[src/rtl/ofdm_symbol_sequencer.sv]
// rtl/ofdm_symbol_sequencer.sv - 8-subcarrier OFDM modulator controller: symbol packing, latency wait, sample emission (optional cyclic prefix via OFDM_CP_EN)
module ofdm_symbol_sequencer #(
    parameter int INPUT_WIDTH  = 4,
    parameter int OUTPUT_WIDTH = 16,
    parameter int MOD_LATENCY  = 2,
    parameter int CP_LEN       = 2
) (
    input  logic                           clk,
    input  logic                           reset,
    input  logic                           sym_in_valid,
    input  logic [INPUT_WIDTH-1:0]         sym_in_data,
    output logic                           sym_in_ready,
    output logic [8*INPUT_WIDTH-1:0]       mod_data_in,
    input  logic [8*OUTPUT_WIDTH-1:0]      mod_y_re,
    input  logic [8*OUTPUT_WIDTH-1:0]      mod_y_im,
    output logic                           out_valid,
    input  logic                           out_ready,
    output logic signed [OUTPUT_WIDTH-1:0] out_re,
    output logic signed [OUTPUT_WIDTH-1:0] out_im,
    output logic                           out_last,
    output logic [15:0]                    frame_count
);

    localparam int NSC = 8;

`ifdef OFDM_CP_EN
    localparam int PREFIX_LEN = CP_LEN;
`else
    // Prefix disabled: CP_LEN stays in the parameter list but has no effect.
    localparam int PREFIX_LEN = CP_LEN * 0;
`endif

    // First emitted slot: 8-PREFIX_LEN with a prefix, otherwise slot 0.
    localparam logic [2:0] START_IDX = 3'((NSC - PREFIX_LEN) % NSC);
    localparam logic       PREFIX_ON = (PREFIX_LEN > 0);

    typedef enum logic [1:0] {
        S_FILL,
        S_WAIT,
        S_EMIT
    } state_t;

    state_t                          state;
    logic [2:0]                      fill_idx;
    logic [2:0]                      emit_idx;
    logic [3:0]                      lat_cnt;
    logic                            in_prefix;
    logic [8*INPUT_WIDTH-1:0]        fill_word;
    logic [8*INPUT_WIDTH-1:0]        fill_next;
    logic signed [OUTPUT_WIDTH-1:0]  cap_re [NSC];
    logic signed [OUTPUT_WIDTH-1:0]  cap_im [NSC];
    logic [2:0]                      next_idx;
    logic                            next_prefix;
    logic                            sym_hs;
    logic                            out_hs;

    // Ready only in FILL, and forced low while reset is asserted.
    assign sym_in_ready = (state == S_FILL) && !reset;
    assign sym_hs       = sym_in_valid && sym_in_ready;
    assign out_hs       = out_valid && out_ready;

    // Fill word with the incoming nibble merged into the current slot.
    always_comb begin
        fill_next = fill_word;
        fill_next[INPUT_WIDTH*fill_idx +: INPUT_WIDTH] = sym_in_data;
    end

    // Next emit slot: the prefix runs up to slot 7, then wraps once into the body.
    always_comb begin
        next_idx    = emit_idx + 3'd1;
        next_prefix = in_prefix;
        if (in_prefix && (emit_idx == 3'd7)) begin
            next_idx    = 3'd0;
            next_prefix = 1'b0;
        end
    end

    // Controller FSM with all datapath registers and registered outputs.
    always_ff @(posedge clk or posedge reset) begin
        if (reset) begin
            state       <= S_FILL;
            fill_idx    <= 3'd0;
            emit_idx    <= 3'd0;
            lat_cnt     <= 4'd0;
            in_prefix   <= 1'b0;
            fill_word   <= '0;
            mod_data_in <= '0;
            out_valid   <= 1'b0;
            out_last    <= 1'b0;
            out_re      <= '0;
            out_im      <= '0;
            frame_count <= 16'd0;
            for (int k = 0; k < NSC; k++) begin
                cap_re[k] <= '0;
                cap_im[k] <= '0;
            end
        end else begin
            case (state)
                S_FILL: begin
                    if (sym_hs) begin
                        fill_word <= fill_next;
                        if (fill_idx == 3'd7) begin
                            mod_data_in <= fill_next;
                            fill_idx    <= 3'd0;
                            lat_cnt     <= 4'(MOD_LATENCY);
                            state       <= S_WAIT;
                        end else begin
                            fill_idx <= fill_idx + 3'd1;
                        end
                    end
                end
                S_WAIT: begin
                    if (lat_cnt <= 4'd1) begin
                        // Modulator outputs are valid at this edge; freeze them.
                        lat_cnt <= 4'd0;
                        for (int k = 0; k < NSC; k++) begin
                            cap_re[k] <= $signed(mod_y_re[OUTPUT_WIDTH*k +: OUTPUT_WIDTH]);
                            cap_im[k] <= $signed(mod_y_im[OUTPUT_WIDTH*k +: OUTPUT_WIDTH]);
                        end
                        emit_idx  <= START_IDX;
                        in_prefix <= PREFIX_ON;
                        out_re    <= $signed(mod_y_re[OUTPUT_WIDTH*START_IDX +: OUTPUT_WIDTH]);
                        out_im    <= $signed(mod_y_im[OUTPUT_WIDTH*START_IDX +: OUTPUT_WIDTH]);
                        out_valid <= 1'b1;
                        out_last  <= 1'b0;
                        state     <= S_EMIT;
                    end else begin
                        lat_cnt <= lat_cnt - 4'd1;
                    end
                end
                S_EMIT: begin
                    if (out_hs) begin
                        if (out_last) begin
                            frame_count <= frame_count + 16'd1;
                            out_valid   <= 1'b0;
                            out_last    <= 1'b0;
                            emit_idx    <= 3'd0;
                            in_prefix   <= 1'b0;
                            state       <= S_FILL;
                        end else begin
                            emit_idx  <= next_idx;
                            in_prefix <= next_prefix;
                            out_re    <= cap_re[next_idx];
                            out_im    <= cap_im[next_idx];
                            out_last  <= !next_prefix && (next_idx == 3'd7);
                        end
                    end
                end
                default: state <= S_FILL;
            endcase
        end
    end

endmodule

[config.mk]
export PLATFORM = sky130hd
export DESIGN_NAME = ofdm_symbol_sequencer
export DESIGN_NICKNAME = d
export VERILOG_FILES = /design/src/rtl/ofdm_symbol_sequencer.sv
export SDC_FILE = /design/constraint.sdc
export NUM_CORES = 1
export LEC_CHECK = 0
export BUFFER_PORTS_ARGS = -buffer_cell sky130_fd_sc_hd__clkbuf_2
export CAP_MARGIN = 30
export CORE_MARGIN = 1
export CORE_UTILIZATION = 45
export CTS_CLUSTER_SIZE = 20
export DETAILED_ROUTE_END_ITERATION = 8
export PLACE_DENSITY = 0.74
export SLEW_MARGIN = 20
export SYNTH_ARGS = -nofsm -noshare
export SYNTH_HDL_FRONTEND = slang
export SYNTH_SLANG_ARGS = --single-unit
[constraint.sdc]
create_clock -name clk -period 17.3 [get_ports clk]
set_clock_uncertainty 0.05 [all_clocks]
set_input_delay 0 -clock clk [delete_from_list [all_inputs] [get_ports clk]]
set_output_delay 0 -clock clk [all_outputs]
set_load 0.02 [all_outputs]
After elaboration in Yosys (flattened, before gate mapping)
Index checks and enable logic that the tools add are counted.
{ "op_classes": {"n_lt_le_gt_ge": 2, "eq_ne": 11, "bitwise": 1, "n_reduce_logical": 19, "add_sub_neg": 5, "mux": 43, "shift": 2} }
{ "op_table": {"columns": ["operator", "n"], "rows": [
  ["16-bit two-way mux", 10],
  ["16-bit binary-select mux with 3-bit select", 2],
  ["16-bit case mux with 2 select lines", 2],
  ["5-bit negation with 34-bit output", 1],
  ["4-bit by 34-bit variable shift with 32-bit output, first input constant", 1],
  ["4-bit by 34-bit variable part select with 32-bit output", 1],
  ["32-bit bitwise mux", 1],
  ["16-bit by 1-bit adder with 16-bit output, second input constant", 1],
  ["3-bit two-way mux", 5],
  ["4-bit two-way mux", 3],
  ["3-bit AND reduction", 4],
  ["2-bit two-way mux", 5],
  ["2-bit != test, second input constant", 5],
  ["3-bit equality test, second input constant", 3],
  ["1-bit two-way mux", 9],
  ["4-bit case mux with 2 select lines", 1],
  ["4-bit AND reduction", 2],
  ["3-bit by 1-bit adder with 3-bit output, second input constant", 2],
  ["1-bit case mux with 2 select lines", 3],
  ["2-bit case mux with 3 select lines", 1],
  ["3-bit case mux with 2 select lines", 1],
  ["1-bit logical AND", 5],
  ["5-bit AND reduction", 1],
  ["4-bit >= comparator, second input constant", 1],
  ["10 further kinds", 13]
]} }
{ "totals": {"input_bits": 264, "reg_bits": 383} }

Logic depth before layout (Yosys ltp)
{ "logic_depth": {"ltp_word": 10, "depth_mapped": 10, "depth_no_buf": 7} }

Least setup slack after synthesis
OpenSTA, ideal clock, no wires.
{ "synth_timing": {"path_type": "reg2reg", "start": "register fill_idx[0]", "end": "register fill_word[16]", "t_required_ps": 17122, "setup_ps": 128, "period_less_slack_ps": 2540, "path_slack_ps": 14760, "arrival_ps": 2362, "path_stages_with_launch": 11, "cell_sequence": "dfrtp_1 buf_2 inv_1 ha_1 ha_1 buf_4 nor4b_1 o21ai_1 or2_0 clkbuf_1 mux2_1"} }
{ "synth_between": {"elab_chain_len": 3, "word_cells_on_any_way": 4} }
{ "synth_lines": {"columns": ["element", "line", "text"], "rows": [
  ["from (decl)", "44", "logic [2:0] fill_idx;"],
  ["from (signal assigned)", "108", "fill_idx <= fill_idx + 3'd1;"],
  ["5-bit negation with 34-bit output *", "65", "fill_next[INPUT_WIDTH*fill_idx +: INPUT_WIDTH] = sym_in_data;"],
  ["4-bit by 34-bit variable part select with 32-bit output or 4-bit by 34-bit variable shift with 32-bit output (tied branches)", "65", null],
  ["32-bit bitwise mux *", "65", null],
  ["to (signal assigned)", "101", "fill_word <= fill_next;"],
  ["to (decl)", "48", "logic [8*INPUT_WIDTH-1:0] fill_word;"]
]} }
Mark *: on every way between the ends. The rest lies on a longest branch, timed or not.
A chain may end at the register's enable or synchronous reset.

Final worst setup path
{ "layout_timing": {"start": "register lat_cnt[0]", "end": "register out_re[10]"} }
{ "layout_between": {"elab_chain_len": 3} }
{ "layout_lines": {"columns": ["element", "line", "text"], "rows": [
  ["from (decl)", "46", "logic [3:0] lat_cnt;"],
  ["from (signal assigned)", "105", "lat_cnt <= 4'(MOD_LATENCY);"],
  ["from (signal assigned)", "128", "lat_cnt <= lat_cnt - 4'd1;"],
  ["4-bit by 1-bit <= comparator with 1-bit output", "113", "if (lat_cnt <= 4'd1) begin"],
  ["2-bit != test (no line)", null, null],
  ["4-bit AND reduction (no line)", null, null],
  ["to (signal assigned)", "122", "out_re <= $signed(mod_y_re[OUTPUT_WIDTH*START_IDX +: OUTPUT_WIDTH]);"],
  ["to (signal assigned)", "143", "out_re <= cap_re[next_idx];"],
  ["to (decl)", "18", "output logic signed [OUTPUT_WIDTH-1:0] out_re,"]
]} }
No other way between the ends.

==> run summary <==
clock latency on the worst-skew pair - 0.57 ns
count of clock tree sinks - 383
Required @ worst endpoint - 17.74 ns
first-pass GRT wire length - 88,300 um
vias per std cell - 5.42
Nets - 2,650
Post-DP HPWL - 33,700 um
synthesized net count - 2,105
final hold violation count - 0
port bufs - 346
Period Utilization, post-route - 23.0%
TritonCTS clock tree - done
total chip power - 3610 uW
DRC violations left - 0
CTS Buf Count - 40
antenna violations before repair - 2
Worst Max-Slew Pin Slew - 1.01 ns
clock root cell - clkbuf_16
placement row count - 72
final wirelength - 54,900 um
YS warnings - 0
Max Used Layer - met5
Horiz. Die Dim - 200 um
DR iter-0 viols - 1,169
n_diodes - 0
gr usage total - 27.8%
post-synthesis sequential area ratio - 54.1%
setup slack after layout - 13.32 ns
CP arrival - 4.42 ns
Pleak - 0.0114 uW
DIE AREA - 40,200 sq um
EDFF count, synth - 0
Layout area overhead - 33.8%
share of layout cells above drive strength 1 - 22.7%
RD Place Congestion - 0.857
Worst VDD drop - 94.3 uV
RSZ-0062 raised after global routing - false
HP Class - primary input to flop
Slew Limit Fails - 0
H-tree levels - 2
setup_tns - 0 ns
CP Capture Type - flop
routed len/inst - 18.8 um
asr flop ratio synth - 100%
#FFs+latches synth - 383
clock tree buffer depth - 3
die height - 200 um
f_max - 0.251 GHz
Initial Utilization - 45.7%
largest net degree at the start of global routing - 181
Core ar. - 38,700 sq um
setup violators final - 0
met2 wire len - 25,600 um
crit path time final - 3.98 ns
GRT overflow - 0
via count - 15,825
met3 wire len - 4290 um
DRT Pass-1 Iters - 5
top_reg_cell synth - dfrtp_1
Post-CTS Setup Inserts - 0
vias in the first global route - 16,351
worst hold slack - 0.0539 ns
outcome - finished, final reports clean
io pins - 347
type of the worst setup path - flop to flop
met1 WL - 22,100 um
pwr dens - 152 nW/um^2
Crit Path Max Fanout - 83
clock slew at reported path FFs - 0.06 ns
Setup Slack @ Placement - 13.15 ns
cells after synthesis - 1,829
max-cap violations - 0
post-route ant nets - 0
Startpoint Class - flop
final core occ - 61.2%
Syn Area/Cell - 9.68 sq um
Rel. slew slack - 32.5%
Synth Cell Area - 17,700 sq um
Cell variety after synth - 58
layout make-up:
cell class | instances | area [sq um]
fillers | 3054 | 15000
flip-flops and latches | 383 | 9590
clock buffers | 58 | 1160
well taps | 518 | 648
clock inverters | 13 | 195
repair buffers | 628 | 4620
multi-input cells | 1312 | 7440
inverters | 9 | 41.3
report_power, final:
group	leakage [uW]	internal, uW	switching, uW	total, uW
clock network	0.000671	529	364	893
logic	0.00638	530	706	1240
registers	0.00433	1260	226	1480
repair_timing:
action | 4_1_cts | 5_1_grt
endpoints found under the hold margin | 433 | 0
hold buffers | 262 | 0
resized for setup | 0 | 0
metal layers:
| layer | vias up | global-route usage [%] |
|---|---|---|
| met4 | 4 | 14.3 |
| met5 | - | 0 |
| li1 | 7242 | - |
| met3 | 192 | 5.86 |
| met2 | 767 | 44.0 |
| met1 | 7620 | 36.0 |
kinds of logic (layout without fill, tap and decap cells):
family / count (synthesis) / after routing / synth area share [%]
flops: 383 / 383 / 54.1
compound gates: 285 / 285 / 10.8
mux: 122 / 122 / 8.50
buf+inv: 134 / 708 / 4.16
fa+ha+maj: 12 / 12 / 0.848
simple gates: 877 / 877 / 20.8
xor+xnor: 16 / 16 / 0.791
registers in the layout, indices dropped and copies added, names as in the netlist:
register	count
cap_im	128
cap_re	128
emit_idx	3
fill_idx	3
fill_word	32
frame_count	16
in_prefix	1
lat_cnt	4
mod_data_in	32
out_im	16
out_last	1
out_re	16
out_valid	1
state	2
final timing paths:
kind                         startpoint             to  slack, ns  cells after the start
hold / removal             sym_in_valid  fill_word[23]       0.05                      3
max in group asynchronous         reset    cap_im[104]      15.52                      4
setup reg to reg             lat_cnt[0]     out_re[10]      13.32                     11
min in group asynchronous         reset  fill_word[23]       0.19                      3
setup / recovery             lat_cnt[0]     out_re[10]      13.32                     11
hold reg to reg              cap_im[82]     cap_im[82]       0.42                      2
metrics by stage:
step	std cells	instance area, sq um
after detailed placement	2586	19700
after CTS	2919	23700
after global routing	2921	23700
final	2921	23700
after floorplan	1829	17700
after global placement	2582	19600
Yosys cell counts, types with 2 or more instances:
cell,count,area (sq um)
nor4b_1,34,298
a21o_1,49,368
o31ai_1,17,128
o21ai_1,17,85.1
nor3b_2,3,37.5
nand3_1,9,45.0
ha_1,12,150
buf_6,21,236
nor4_1,3,18.8
a31o_1,11,96.3
and4_1,2,17.5
nand2b_1,6,37.5
a31oi_1,32,200
nand4_1,3,18.8
clkbuf_1,45,169
and3_1,2,12.5
mux2_2,73,822
xor2_1,5,43.8
nor3_1,9,45.0
a221o_1,17,170
mux2_1,4,45.0
nor2b_1,3,18.8
buf_2,58,290
a31o_2,5,43.8
nand2_1,710,2670
dfrtp_1,383,9580
o21ai_0,30,150
or2_1,3,18.8
mux2i_1,30,300
a21boi_0,16,120
and2_1,8,50.1
nor2_1,67,251
inv_1,9,33.8
xnor2_1,11,96.3
or3_1,2,12.5
a221oi_1,17,149
mux4_2,15,338
a21oi_1,67,335
a21boi_1,2,15.0
critical path, cell delays in order (launching register included):
cell and delay (ns):
dfrtp_1 0.40, inv_1 0.06, ha_1 0.24, nor2_4 0.08, buf_4 0.39, or3_4 0.72, buf_4 0.55, buf_16 0.32
buf_4 0.37, buf_16 0.32, a31oi_1 0.14, o21ai_1 0.11
cell usage in the layout, fill, tap and decap left out, types with 16 or more instances in the layout:
cell,count
clkbuf_16,41
dfrtp_1,382
mux2i_1,30
clkbuf_2,346
nor2_1,65
o21ai_1,17
dlygate4sd3_1,262
a221o_1,17
a31oi_1,32
a21boi_0,16
a21oi_1,67
mux2_2,73
a221oi_1,17
a21o_1,49
o21ai_0,30
nand2_1,710
o31ai_1,17
nor4b_1,34
No activity file was read; power rests on OpenSTA's default activity.
